==> config.mk <==
export PLATFORM = sky130hd
export DESIGN_NAME = calculate_seq
export DESIGN_NICKNAME = d
export VERILOG_FILES = /design/src/rtl/calc_pkg.sv /design/src/rtl/muldiv_iter.sv /design/src/rtl/calculate_seq.sv
export SDC_FILE = /design/constraint.sdc
export NUM_CORES = 1
export LEC_CHECK = 0
export BUFFER_PORTS_ARGS = -buffer_cell sky130_fd_sc_hd__buf_2
export CAP_MARGIN = 20
export CORE_MARGIN = 2
export CORE_UTILIZATION = 50
export CTS_CLUSTER_SIZE = 16
export DETAILED_ROUTE_END_ITERATION = 6
export GPL_ROUTABILITY_DRIVEN = 0
export PLACE_DENSITY = 0.65
export SLEW_MARGIN = 20
export SYNTH_ARGS = -nofsm -noshare
export SYNTH_HDL_FRONTEND = slang
export SYNTH_HIERARCHICAL = 1
export SYNTH_SLANG_ARGS = --single-unit
==> constraint.sdc <==
create_clock -name sw_clk -period 6 [get_ports sw_clk]
set_input_delay 1.2 -clock sw_clk [delete_from_list [all_inputs] [get_ports sw_clk]]
set_output_delay 1.2 -clock sw_clk [all_outputs]
set_load 0.02 [all_outputs]
==> src/rtl/calc_pkg.sv <==
// Shared operator codes, display limits, error glyph and FSM encoding for the
// sequential calculator.
package calc_pkg;

    localparam logic [2:0] OP_PLUS     = 3'd1;
    localparam logic [2:0] OP_MINUS    = 3'd2;
    localparam logic [2:0] OP_MULTIPLE = 3'd3;
    localparam logic [2:0] OP_DIVIDE   = 3'd4;
    localparam logic [2:0] OP_MODULO   = 3'd5;

    localparam int          MAX_POS  = 999999;
    localparam int          MIN_NEG  = -99999;
    localparam logic [31:0] ERR_CODE = 32'h00EE_0000;

    typedef enum logic [1:0] {
        StIdle,
        StIter,
        StFix,
        StDone
    } state_t;

    function automatic logic op_valid(input logic [2:0] op);
        return (op >= OP_PLUS) && (op <= OP_MODULO);
    endfunction

    function automatic logic op_divlike(input logic [2:0] op);
        return (op == OP_DIVIDE) || (op == OP_MODULO);
    endfunction

endpackage

==> src/rtl/muldiv_iter.sv <==
// WIDTH-step unsigned shift-add multiplier and restoring divider sharing one
// 2*WIDTH accumulator: high half is partial product / remainder.
module muldiv_iter #(
    parameter int unsigned WIDTH = 32
) (
    input  logic               i_clk,
    input  logic               i_rst_n,
    input  logic               i_load,
    input  logic               i_step,
    input  logic               i_mode_div,
    input  logic [WIDTH-1:0]   i_mag_a,
    input  logic [WIDTH-1:0]   i_mag_b,
    output logic               o_last,
    output logic [2*WIDTH-1:0] o_product,
    output logic [WIDTH-1:0]   o_quotient,
    output logic [WIDTH-1:0]   o_remainder
);
    localparam int unsigned CW = $clog2(WIDTH);

    logic [2*WIDTH-1:0] r_acc;
    logic [WIDTH-1:0]   r_b;
    logic               r_div;
    logic [CW-1:0]      r_cnt;

    logic [WIDTH:0]     w_sum;
    logic [WIDTH:0]     w_shift;
    logic [WIDTH+1:0]   w_diff;
    logic [2*WIDTH-1:0] w_acc_next;

    always_comb begin
        w_sum   = {1'b0, r_acc[2*WIDTH-1:WIDTH]} + (r_acc[0] ? {1'b0, r_b} : '0);
        w_shift = {r_acc[2*WIDTH-1:WIDTH], r_acc[WIDTH-1]};
        w_diff  = {1'b0, w_shift} - {2'b00, r_b};
        if (r_div) begin
            // Remainder stays below the divisor, so a successful trial fits in WIDTH bits.
            if (w_diff[WIDTH+1]) begin
                w_acc_next = {w_shift[WIDTH-1:0], r_acc[WIDTH-2:0], 1'b0};
            end else begin
                w_acc_next = {w_diff[WIDTH-1:0], r_acc[WIDTH-2:0], 1'b1};
            end
        end else begin
            w_acc_next = {w_sum, r_acc[WIDTH-1:1]};
        end
    end

    always_ff @(posedge i_clk) begin
        if (!i_rst_n) begin
            r_acc <= '0;
            r_b   <= '0;
            r_div <= 1'b0;
            r_cnt <= '0;
        end else if (i_load) begin
            r_acc <= {{WIDTH{1'b0}}, i_mag_a};
            r_b   <= i_mag_b;
            r_div <= i_mode_div;
            r_cnt <= '0;
        end else if (i_step) begin
            r_acc <= w_acc_next;
            r_cnt <= r_cnt + 1'b1;
        end
    end

    assign o_last      = (r_cnt == CW'(WIDTH - 1));
    assign o_product   = r_acc;
    assign o_quotient  = r_acc[WIDTH-1:0];
    assign o_remainder = r_acc[2*WIDTH-1:WIDTH];

endmodule

==> src/rtl/calculate_seq.sv <==
// Multi-cycle signed calculator: FSM, sign handling and display range check
// around the iterative multiply/divide unit.
module calculate_seq
    import calc_pkg::*;
#(
    parameter int unsigned WIDTH = 32
) (
    input  logic                    sw_clk,
    input  logic                    rst,
    input  logic                    start,
    input  logic signed [WIDTH-1:0] operand1,
    input  logic signed [WIDTH-1:0] operand2,
    input  logic [2:0]              operator,
    output logic                    busy,
    output logic                    done,
    output logic signed [WIDTH-1:0] ans,
    output logic                    err
);
    // Wide enough to hold any full-precision result with its sign.
    localparam int unsigned RW = 2 * WIDTH + 2;
    localparam logic signed [RW-1:0] ResMax = RW'(MAX_POS);
    localparam logic signed [RW-1:0] ResMin = RW'(MIN_NEG);

    state_t                  r_state;
    logic signed [WIDTH-1:0] r_op1;
    logic signed [WIDTH-1:0] r_op2;
    logic [2:0]              r_opcode;

    logic                    w_load;
    logic                    w_step;
    logic                    w_last;
    logic [WIDTH-1:0]        w_mag1;
    logic [WIDTH-1:0]        w_mag2;
    logic [2*WIDTH-1:0]      w_prod;
    logic [WIDTH-1:0]        w_quot;
    logic [WIDTH-1:0]        w_rem;
    logic signed [RW-1:0]    w_ext1;
    logic signed [RW-1:0]    w_ext2;
    logic signed [RW-1:0]    w_result;
    logic                    w_div0;
    logic                    w_err;
    logic                    w_iter_op;

    assign w_mag1    = operand1[WIDTH-1] ? ('0 - operand1) : operand1;
    assign w_mag2    = operand2[WIDTH-1] ? ('0 - operand2) : operand2;
    assign w_load    = (r_state == StIdle) && start;
    assign w_step    = (r_state == StIter);
    assign w_iter_op = (operator == OP_MULTIPLE) || (op_divlike(operator) && (operand2 != '0));

    muldiv_iter #(
        .WIDTH(WIDTH)
    ) u_muldiv (
        .i_clk       (sw_clk),
        .i_rst_n     (rst),
        .i_load      (w_load),
        .i_step      (w_step),
        .i_mode_div  (op_divlike(operator)),
        .i_mag_a     (w_mag1),
        .i_mag_b     (w_mag2),
        .o_last      (w_last),
        .o_product   (w_prod),
        .o_quotient  (w_quot),
        .o_remainder (w_rem)
    );

    assign w_ext1 = {{(RW-WIDTH){r_op1[WIDTH-1]}}, r_op1};
    assign w_ext2 = {{(RW-WIDTH){r_op2[WIDTH-1]}}, r_op2};
    assign w_div0 = op_divlike(r_opcode) && (r_op2 == '0);

    always_comb begin
        w_result = '0;
        case (r_opcode)
            OP_PLUS:     w_result = w_ext1 + w_ext2;
            OP_MINUS:    w_result = w_ext1 - w_ext2;
            OP_MULTIPLE: w_result = (r_op1[WIDTH-1] ^ r_op2[WIDTH-1])
                                    ? ('0 - {2'b00, w_prod}) : {2'b00, w_prod};
            OP_DIVIDE:   w_result = (r_op1[WIDTH-1] ^ r_op2[WIDTH-1])
                                    ? ('0 - {{(RW-WIDTH){1'b0}}, w_quot})
                                    : {{(RW-WIDTH){1'b0}}, w_quot};
            OP_MODULO:   w_result = r_op1[WIDTH-1]
                                    ? ('0 - {{(RW-WIDTH){1'b0}}, w_rem})
                                    : {{(RW-WIDTH){1'b0}}, w_rem};
            default:     w_result = '0;
        endcase
        w_err = !op_valid(r_opcode) || w_div0 || (w_result > ResMax) || (w_result < ResMin);
    end

    always_ff @(posedge sw_clk) begin
        if (!rst) begin
            r_state  <= StIdle;
            r_op1    <= '0;
            r_op2    <= '0;
            r_opcode <= '0;
            busy     <= 1'b0;
            done     <= 1'b0;
            ans      <= '0;
            err      <= 1'b0;
        end else begin
            done <= 1'b0;
            case (r_state)
                StIdle: begin
                    if (start) begin
                        r_op1    <= operand1;
                        r_op2    <= operand2;
                        r_opcode <= operator;
                        busy     <= 1'b1;
                        r_state  <= w_iter_op ? StIter : StFix;
                    end
                end
                StIter: begin
                    if (w_last) begin
                        r_state <= StFix;
                    end
                end
                StFix: begin
                    ans     <= w_err ? WIDTH'(ERR_CODE) : w_result[WIDTH-1:0];
                    err     <= w_err;
                    busy    <= 1'b0;
                    r_state <= StDone;
                end
                StDone: begin
                    done    <= 1'b1;
                    r_state <= StIdle;
                end
                default: r_state <= StIdle;
            endcase
        end
    end

endmodule
==> metrics.log <==
INFO  metric outcome = finished clean
INFO  metric dieHeight = between 200 and 250 um
INFO  metric floorplan.initialDensity = about half
INFO  metric crit_arrival = 5.69 ns
INFO  metric detail_route.wirelength = between 80000 and 90000 um
INFO  metric port_buffers = 104
INFO  metric power_per_standard_cell_area = 471.1 nW/um2
INFO  metric grt_usage = 35.68%
INFO  metric instances_no_fill = 3713
INFO  metric holdBufCountCts = 0
INFO  metric report.final.hold_viol_count = 0
INFO  metric post-layout-total-power = 11.50 mW
INFO  metric yosys.area_share.xor_xnor = 9.139%
INFO  metric floorplan.die_area = 47730 um2
INFO  metric post-route-min-period = roughly 5.2 ns
INFO  metric path_class_of_the_lowest_slack_min_delay_path = register to register
INFO  metric detail_route.vias_per_cell = about 6.7
INFO  metric synth_top_family_by_area = compound AO/OA/AOI/OAI gates
INFO  metric layout-drive-gt1-share = 8.515%
INFO  metric io_pins = 105
INFO  metric multi_input_area = 17180 um2
INFO  metric async_sr_flop_fraction = 0%
INFO  metric max_slew_margin = 31.01%
INFO  metric launching_element_type_of_the_critical_path = register
INFO  metric main_flop_type_after_synthesis = dfxtp_1
INFO  metric timing.final.setup_violations = 0
INFO  metric worstSetupEndpointType = register
INFO  metric crit_fanout = 12
INFO  metric tritoncts.num_buffers = 26
INFO  metric area_fraction_in_compound_gates_after_synthesis = 29.29%
INFO  metric clock_tree_buffer_depth = 3
INFO  metric clock_skew = 0.01459 ns
INFO  metric drt_pass1_iterations = 6
INFO  metric seq_area_frac_synth = 17.93%
INFO  metric syn_inst = 3166
INFO  metric maxSlewViolCount = 0
INFO  metric syn2layout_area_growth = 6.109%
INFO  metric worst_skew_pair.late_latency = slightly below 0.6 ns
INFO  metric maximum_number_of_pins_on_one_net_before_global_route_repair = 156
INFO  metric fmax = 193.0 MHz
INFO  metric final.fill_count = 4488
INFO  metric critical_path.slowest_cell = nor4_1
INFO  metric residual_antenna_violating_net_count_after_detailed_routing = 0
INFO  metric timing_worst_slew_pin_value = between 1 and 1.5 ns
INFO  metric path_cells = inv_1 > ha_1 > nor2b_1 > o311ai_0 > a21oi_1 > nor4_1 > o211ai_1 > o22ai_1 > xnor2_1 > o221ai_1 > or3b_1 > nor4_2 > a31o_2 > a32o_1
INFO  metric routed_wire_length_per_instance = 23.68 um
INFO  metric grt_first_pass_wirelength = ~130000 um
INFO  metric hpwlAfterDp = 67020 um
INFO  metric grt_overflow = 0
INFO  metric synth.mux.area_fraction = 3.889%
INFO  metric cts_num_sinks = 206
INFO  metric syn-cell-area = around 23000 um2
INFO  metric setup_repair_after_global_routing_missed_its_margin = false
INFO  metric worst-setup-path-type = register to register
INFO  metric synth_area_leaders = dfxtp_1, ha_1, xnor2_1
INFO  metric postCtsSetupRepairBufs = 0
INFO  metric post_place_worst_slack = 0.9987 ns
INFO  metric dominant_cell_type_by_area_after_synthesis = dfxtp_1
INFO  metric fin_crit_sh = 86.36%
INFO  metric synthesized_net_count = 3382
INFO  metric top_cell_type_s_share_of_synthesized_area = 17.93%
INFO  metric final_critical_path_setup_slack = 0.8185 ns
INFO  metric max-vdd-ir-drop = 412.7 uV
INFO  metric synth.cells.most_frequent = nand2_1, a21oi_1, nor2_1
INFO  metric finalCoreUtilization = 53.78%
INFO  metric number_of_antenna_violations_at_the_first_check_in_global_routing = 3
INFO  metric critical_path.max_stage_delay = 0.83 ns
INFO  metric clock_tree_root = clkbuf_16
INFO  metric power_leakage = 9.798 nW
INFO  metric die_span_x = 218.5 um
INFO  metric cts_max_level = 1
INFO  metric post_synth_fa_ha_maj_area_fraction = between 8 and 9%
INFO  metric cts_tree = yes
INFO  metric detail_route.drc_violations = 0
INFO  metric rows = ~80
INFO  metric yosys.cell_types.count = ~100
INFO  metric post_synthesis_mean_instance_area = 7.265 um2
INFO  metric vias_in_the_first_global_route = 22490
INFO  metric synthMostInstantiatedCell = nand2_1
INFO  metric fp.coreArea = 45380 um2
INFO  metric detailroute.via_count = 25040
INFO  metric reg2reg_depth = 14
INFO  metric hold_path_depth = 2
INFO  metric resized_cells_post_cts = 0
INFO  metric final.setup.tns = 0 ns
INFO  metric synth-edff-count = 0
INFO  metric ys_seq_elements = between 200 and 250
INFO  metric drt_iter0_drc = 3430
INFO  metric area.sequential = 4128 um2
INFO  metric fin_nets = around 3300
INFO  metric yosys_warnings = 6
INFO  metric post-place-cells = about 3700
INFO  metric clk_transition_reported_paths = around 0.060 ns
INFO  metric drv_cap = 0
INFO  metric worst-endpoint-required = 6.51 ns
INFO  metric synth-simple-area-share = around a quarter
[final cells by class]
type | instances | share of cell area, %
Multi-Input combinational cell | 2566 | 70.38
Sequential cell | 206 | 16.91
Timing Repair Buffer | 154 | 3.732
Tap cell | 600 | 3.076
Clock buffer | 33 | 2.897
Inverter | 138 | 2.143
Clock inverter | 15 | 0.8459
Antenna cell | 1 | 0.01025
[worst paths after layout]
| path | start | to | slack, ns |
|---|---|---|---|
| max | r_op2[1]$_SDFFE_PN0P_ | ans[7]$_SDFFE_PN0P_ | 0.82 |
| min | ans[12]$_SDFFE_PN0P_ | ans[12]$_SDFFE_PN0P_ | 0.44 |
| max reg2reg | r_op2[1]$_SDFFE_PN0P_ | ans[7]$_SDFFE_PN0P_ | 0.82 |
| min reg2reg | ans[12]$_SDFFE_PN0P_ | ans[12]$_SDFFE_PN0P_ | 0.44 |
[critical path: cells and delay by family, from the launching register on]
kind | cells | cell delay [ns]
fa+ha+maj | 1 | 0.31
flops | 1 | 0.49
buf+inv | 1 | 0.08
xor+xnor | 1 | 0.15
simple gates | 4 | 1.71
compound gates | 7 | 2.36
[flip-flops by register name, indices dropped and copies added, names as in the netlist]
signal,count
busy,1
r_state,2
ans,32
u_muldiv/r_cnt,5
u_muldiv/o_product,64
r_op1,32
done,1
r_opcode,3
err,1
r_op2,32
u_muldiv/r_div,1
u_muldiv/r_b,32
[power breakdown]
part | switching, mW | internal [mW] | leakage, nW | total [mW]
logic | 4.95 | 2.68 | 7.68 | 7.63
registers | 0.559 | 1.64 | 1.68 | 2.20
clock network | 0.690 | 0.980 | 0.433 | 1.67
[per-stage QoR]
stage | hold WS (ns) | area [um2]
floorplan | 0.4603 | 23000
global placement | 0.4346 | 23480
detailed placement | 0.4376 | 23480
CTS | 0.4458 | 24390
global route | 0.4722 | 24400
finish | 0.4405 | 24410
[cell usage in the layout (no fill, tap or decap), types with 26 or more instances in the layout]
cell	count
a211oi_1	54
a21boi_0	70
a21o_1	57
a21oi_1	233
a31oi_1	50
and2_1	57
buf_2	103
buf_4	50
clkbuf_16	26
dfxtp_1	205
ha_1	140
inv_1	136
mux2i_1	86
nand2_1	332
nand3_1	51
nand4_1	38
nor2_1	230
nor2b_1	90
nor3_1	75
nor4_1	41
o211ai_1	38
o21ai_0	119
o21ai_1	46
o22ai_1	27
o31ai_1	60
or3_1	41
or4_1	33
xnor2_1	174
xor2_1	66
[kinds of logic (layout without fill, tap and decap cells)]
| group | count (synthesis) | count (layout) |
|---|---|---|
| AOI/OAI and AO/OA | 991 | 991 |
| xor gates and xnor gates | 240 | 240 |
| adders and majority gates | 146 | 146 |
| buffers and inverters | 394 | 340 |
| DFF | 206 | 206 |
| muxes | 89 | 89 |
| other | 0 | 1 |
| and+or+nand+nor | 1100 | 1100 |
[per-layer routing]
metal	global-route usage, %	share of wire (%)	vias up
li1	-	-	11360
met1	50.50	42	11760
met2	51.33	40	1638
met3	7.919	13	279
met4	15.67	5.2	2
met5	0	0.020	-
Note: power is estimated with default switching activity, not from simulation.
